### config.mk
export PLATFORM = sky130hd
export DESIGN_NAME = swd_xfer_ctl
export DESIGN_NICKNAME = d
export VERILOG_FILES = /design/src/rtl/swd_pkg.sv /design/src/rtl/swd_xfer_ctl.sv
export SDC_FILE = /design/constraint.sdc
export NUM_CORES = 1
export LEC_CHECK = 0
export CORE_ASPECT_RATIO = 0.8
export CORE_MARGIN = 10
export CORE_UTILIZATION = 46
export CTS_CLUSTER_DIAMETER = 120
export DETAILED_ROUTE_END_ITERATION = 6
export PLACE_DENSITY = 0.8
export SKIP_LAST_GASP = 1
export SYNTH_ARGS = -nofsm -noshare
export SYNTH_HDL_FRONTEND = slang
export SYNTH_SLANG_ARGS = --single-unit
### constraint.sdc
create_clock -name clk -period 3.1 [get_ports clk]
set_clock_uncertainty 0.15 [all_clocks]
set_input_delay 0.62 -clock clk [delete_from_list [all_inputs] [get_ports clk]]
set_output_delay 0.62 -clock clk [all_outputs]
set_load 0.02 [all_outputs]
### src/rtl/swd_pkg.sv
// Shared definitions for the SWD transfer path: target ACK codes and the
// transfer sequencer state encoding.
package swd_pkg;

    localparam logic [2:0] ACK_OK    = 3'b001;
    localparam logic [2:0] ACK_WAIT  = 3'b010;
    localparam logic [2:0] ACK_FAULT = 3'b100;

    typedef enum logic [2:0] {
        S_IDLE   = 3'd0,
        S_PREP   = 3'd1,
        S_LAUNCH = 3'd2,
        S_BUSY   = 3'd3,
        S_EVAL   = 3'd4,
        S_RESP   = 3'd5
    } state_t;

endpackage

### src/rtl/swd_xfer_ctl.sv
// Single DP/AP transfer sequencer in front of the SWD pin engine: launches
// attempts with a level go, retries WAIT acks, watchdogs a stalled engine.
module swd_xfer_ctl
    import swd_pkg::*;
#(
    parameter int                RETRY_W     = 16,
    parameter int                TOUT_W      = 20,
    parameter logic [TOUT_W-1:0] TOUT_CYCLES = 20'hFFFFF
) (
    input  logic               clk,
    input  logic               rst,
    input  logic               cmd_valid,
    output logic               cmd_ready,
    input  logic [1:0]         cmd_addr32,
    input  logic               cmd_rnw,
    input  logic               cmd_apndp,
    input  logic [31:0]        cmd_wdata,
    input  logic [RETRY_W-1:0] wait_retry,
    output logic               rsp_valid,
    input  logic               rsp_ready,
    output logic [2:0]         rsp_ack,
    output logic [31:0]        rsp_rdata,
    output logic               rsp_perr,
    output logic               rsp_timeout,
    output logic [RETRY_W-1:0] rsp_retries,
    output logic [1:0]         addr32,
    output logic               rnw,
    output logic               apndp,
    output logic [31:0]        dwrite,
    output logic               go,
    input  logic               idle,
    input  logic [2:0]         ack,
    input  logic [31:0]        dread,
    input  logic               perr
);

    localparam logic [TOUT_W-1:0] WDOG_LAST = TOUT_CYCLES - TOUT_W'(1);

    state_t             state_reg, state_next;
    logic [RETRY_W-1:0] retry_reg, retry_next;
    logic [RETRY_W-1:0] limit_reg, limit_next;
    logic [TOUT_W-1:0]  wdog_reg, wdog_next;
    logic [1:0]         addr_reg, addr_next;
    logic               rnw_reg, rnw_next;
    logic               apndp_reg, apndp_next;
    logic [31:0]        wdata_reg, wdata_next;
    logic [2:0]         ack_reg, ack_next;
    logic [31:0]        rdata_reg, rdata_next;
    logic               perr_reg, perr_next;
    logic               tout_reg, tout_next;

    always_ff @(posedge clk) begin
        if (rst) begin
            state_reg <= S_IDLE;
            retry_reg <= '0;
            limit_reg <= '0;
            wdog_reg  <= '0;
            addr_reg  <= '0;
            rnw_reg   <= 1'b0;
            apndp_reg <= 1'b0;
            wdata_reg <= '0;
            ack_reg   <= '0;
            rdata_reg <= '0;
            perr_reg  <= 1'b0;
            tout_reg  <= 1'b0;
        end else begin
            state_reg <= state_next;
            retry_reg <= retry_next;
            limit_reg <= limit_next;
            wdog_reg  <= wdog_next;
            addr_reg  <= addr_next;
            rnw_reg   <= rnw_next;
            apndp_reg <= apndp_next;
            wdata_reg <= wdata_next;
            ack_reg   <= ack_next;
            rdata_reg <= rdata_next;
            perr_reg  <= perr_next;
            tout_reg  <= tout_next;
        end
    end

    always_comb begin
        state_next = state_reg;
        retry_next = retry_reg;
        limit_next = limit_reg;
        wdog_next  = wdog_reg;
        addr_next  = addr_reg;
        rnw_next   = rnw_reg;
        apndp_next = apndp_reg;
        wdata_next = wdata_reg;
        ack_next   = ack_reg;
        rdata_next = rdata_reg;
        perr_next  = perr_reg;
        tout_next  = tout_reg;
        case (state_reg)
            S_IDLE: begin
                if (cmd_valid) begin
                    addr_next  = cmd_addr32;
                    rnw_next   = cmd_rnw;
                    apndp_next = cmd_apndp;
                    wdata_next = cmd_wdata;
                    limit_next = wait_retry;
                    retry_next = '0;
                    state_next = S_PREP;
                end
            end
            S_PREP: begin
                wdog_next = '0;
                if (idle) state_next = S_LAUNCH;
            end
            S_LAUNCH, S_BUSY: begin
                wdog_next = wdog_reg + TOUT_W'(1);
                // Watchdog wins over any engine progress seen in its final cycle.
                if (wdog_reg == WDOG_LAST) begin
                    tout_next  = 1'b1;
                    ack_next   = 3'b000;
                    rdata_next = '0;
                    perr_next  = 1'b0;
                    state_next = S_RESP;
                end else if (state_reg == S_LAUNCH && !idle) begin
                    state_next = S_BUSY;
                end else if (state_reg == S_BUSY && idle) begin
                    state_next = S_EVAL;
                end
            end
            S_EVAL: begin
                if (ack == ACK_WAIT && retry_reg < limit_reg) begin
                    if (retry_reg != '1) retry_next = retry_reg + RETRY_W'(1);
                    state_next = S_PREP;
                end else begin
                    tout_next  = 1'b0;
                    ack_next   = ack;
                    rdata_next = (rnw_reg && ack == ACK_OK) ? dread : 32'd0;
                    perr_next  = rnw_reg && perr;
                    state_next = S_RESP;
                end
            end
            S_RESP: begin
                if (rsp_ready) state_next = S_IDLE;
            end
            default: state_next = S_IDLE;
        endcase
    end

    // Handshake strobes and go are masked by rst so a reset takes effect in the same cycle.
    assign cmd_ready   = (state_reg == S_IDLE) && !rst;
    assign go          = (state_reg == S_LAUNCH) && !rst;
    assign rsp_valid   = (state_reg == S_RESP) && !rst;
    assign rsp_ack     = ack_reg;
    assign rsp_rdata   = rdata_reg;
    assign rsp_perr    = perr_reg;
    assign rsp_timeout = tout_reg;
    assign rsp_retries = retry_reg;
    assign addr32      = addr_reg;
    assign rnw         = rnw_reg;
    assign apndp       = apndp_reg;
    assign dwrite      = wdata_reg;

endmodule

==> results.json <==
{
  "cap_violations": 0,
  "hold_violations": 0,
  "finalNetCount": 955,
  "rsz0062_at_grt": "no",
  "min_path_type": "flop to flop",
  "avgRoutedWirePerCell_um": 18.8,
  "p_seq_share_pct": 40.2,
  "power.density_nw_per_um2": 535,
  "tightest_slew_ps": 791,
  "cts_tree": "yes",
  "cts_setup_buffers": 0,
  "synth.ff_latch_count": 128,
  "worst_path_max_delay_cell": "dfxtp_1",
  "p_comb_share_pct": 14.3,
  "netSwitchingFraction_pct": 26.3,
  "dp_cells": 973,
  "pin_count": 185,
  "cts_htree_levels": 4,
  "avgSynthCellArea_um2": 8.39,
  "drtIter0Drc": 379,
  "regToRegStartpoint": "rsp_retries[1]",
  "ctsHoldBuffers": 0,
  "place_congestion": 0.940,
  "synth_edf_count": 0,
  "crit_chain": "nand2b_1 -> nor3_1 -> clkdlybuf4s50_1",
  "final_cells": 1005,
  "setup-violations-final": 0,
  "hold_start": "dwrite[2]",
  "cts_resized": 0,
  "synthArstFlopShare_pct": 0,
  "min_to": "dwrite[2]",
  "clock_latency_ps": 410,
  "slew_headroom_pct": 47.1,
  "start_util_pct": 47.8,
  "synth_area_um2": 5590,
  "grt_max_degree": 62,
  "core_um2": 11700,
  "max-vdd-ir-drop_uv": 437,
  "internal_power_mw": 3.22,
  "crit_buf_inv": 1,
  "cts_made_buffers": 17,
  "clock_power_share_pct": 45.6,
  "switchingPower_mw": 1.15,
  "rows": 35,
  "status": "finished clean",
  "yosysWarnings": 0,
  "synth_common_cells": "140 x nand2_1, 128 x dfxtp_1, 77 x a21oi_1",
  "vias": 5772,
  "die_w_um": 143,
  "holdPathStages": 2,
  "die_h_um": 119,
  "avgViaCountPerCell": 5.74,
  "arrival_ps": 2090,
  "grt_pass1_vias": 5768,
  "clock_sinks": 128,
  "crit_family": "flip-flops",
  "grt-ovfl-total": 0,
  "drt_wl_total_um": 18900,
  "ant_nets": 0,
  "area_delta_synth_final_pct": 46.1,
  "grt_pass1_wl_um": 30200,
  "fin_tns_setup_ps": 0,
  "dr.pass1.iters": 6,
  "drive_above_1_share_pct": 6.77,
  "ys_top_cells_by_area": "dfxtp_1 46%, nand2_1 9.4%, a21oi_1 6.9%",
  "r2r_cells": 6,
  "synth_ff_type": "dfxtp_1",
  "yosysTopAreaCell": "dfxtp_1",
  "fp.dieArea_um2": 17000,
  "cp.required_ps": 2330,
  "crit_path_start_kind": "flop",
  "grt_use_total_pct": 21.9,
  "cts_buffer_depth": 2,
  "synth_seq_area_share_pct": 45.9,
  "dp_hpwl_um": 13700,
  "maxSlewViolCount": 0,
  "reg2reg_to": "rsp_retries[4]",
  "synth.distinct_cells": 63,
  "period_needed_ps": 2860,
  "drc": 0,
  "antenna_found_initial": 0,
  "netlist_instances": 666,
  "cts-root-buf": "clkbuf_16",
  "layout_worst_path_cycle_share_pct": 92.3,
  "critPathCaptureType": "output port",
  "p_leak_nw": 3.01,
  "clk_pin_slew_worst_paths_ps": 50,
  "regToRegSetupSlack_ps": 420,
  "pre_cts_ws_ps": 97.2,
  "path_max_fanout": 17,
  "yosysTopAreaCellShare_pct": 45.9,
  "max_stage_delay_ps": 710,
  "synth_most_common_cell": "nand2_1",
  "critPathKind": "flop to output port",
  "port_buffers": 184,
  "syn_nets": 777,
  "diodes": 0,
  "setup_slack_ps": 240,
  "timing.fmax_ghz": 0.350
}
[per-stage QoR]
| step | util [%] | power (mW) | area (µm²) | hold WS (ps) |
|---|---|---|---|---|
| after CTS | 69.8 | 4.39 | 8170 | 304 |
| after detailed placement | 64.8 | 2.41 | 7580 | 297 |
| after global placement | 64.8 | 2.39 | 7580 | 290 |
| after global routing | 69.8 | 4.53 | 8170 | 319 |
| final | 69.8 | 4.37 | 8170 | 303 |
| after floorplan | - | 2.10 | 5590 | 286 |
[cell families after synthesis]
group                    Yosys count  share of synthesized area (%)
AND/OR/NAND/NOR                  267                           21.6
AO/OA/AOI/OAI                    181                           22.1
flip-flops                       128                           45.9
buffers and inverters             63                           4.63
adder cells (fa/ha/maj)           18                           4.03
multiplexers                       8                           1.54
XOR/XNOR                           1                          0.157
[cell type report]
| class | count | area (µm²) |
|---|---|---|
| fillers | 872 | 3530 |
| multi-input cells | 475 | 2770 |
| flip-flops and latches | 128 | 2560 |
| repair buffers | 198 | 1970 |
| clock buffers | 20 | 457 |
| well taps | 148 | 185 |
| clock inverters | 12 | 133 |
| inverters | 24 | 90.1 |
[power by group through the flow]
stage / logic [mW] / clock network [mW] / registers [mW]
floorplan: 0.281 / 0 / 1.82
global placement: 0.603 / 0 / 1.79
detailed placement: 0.618 / 0 / 1.79
CTS: 0.623 / 2.01 / 1.75
global route: 0.678 / 2.09 / 1.76
finish: 0.623 / 1.99 / 1.76
[tightest hold or removal path, delay by kind of cell (launching register included)]
family	cells	cell delay, ps
AO/OA/AOI/OAI	1	50
flip-flops	1	300
AND/OR/NAND/NOR	1	50
[cells in the final DEF, fill, tap and decap left out, types with 5 or more instances in the layout]
| cell | instances |
|---|---|
| ha_1 | 18 |
| nand2_1 | 140 |
| a31oi_1 | 6 |
| nand3_1 | 23 |
| a21oi_1 | 77 |
| o21ai_1 | 6 |
| o21ai_0 | 11 |
| o211ai_1 | 8 |
| clkbuf_16 | 17 |
| a22o_1 | 34 |
| nand4_1 | 15 |
| clkdlybuf4s50_1 | 183 |
| nand2b_1 | 5 |
| buf_4 | 12 |
| nor3_1 | 11 |
| a22oi_1 | 5 |
| inv_1 | 23 |
| nor2_1 | 44 |
| dfxtp_1 | 128 |
[metal layers]
layer	GRT usage [%]	share of wire, %	wire length, µm
met5	0	0	0
met4	6.82	1.9	360
met3	11.1	12	2270
met2	35.3	48	9050
met1	24.6	38	7230
[worst max path at each step]
stage | from | to | slack (ps) | cells past startpoint
final | state_reg[1] | go | 240 | 3
after global routing | state_reg[1] | go | 120 | 3
after CTS | state_reg[1] | go | 240 | 3
after detailed placement | ack[0] | rsp_retries[9] | 100 | 7
after global placement | ack[0] | rsp_retries[9] | 160 | 7
after floorplan | rsp_retries[7] | rsp_retries[9] | 630 | 7
Power figures use the tool's default switching activity.
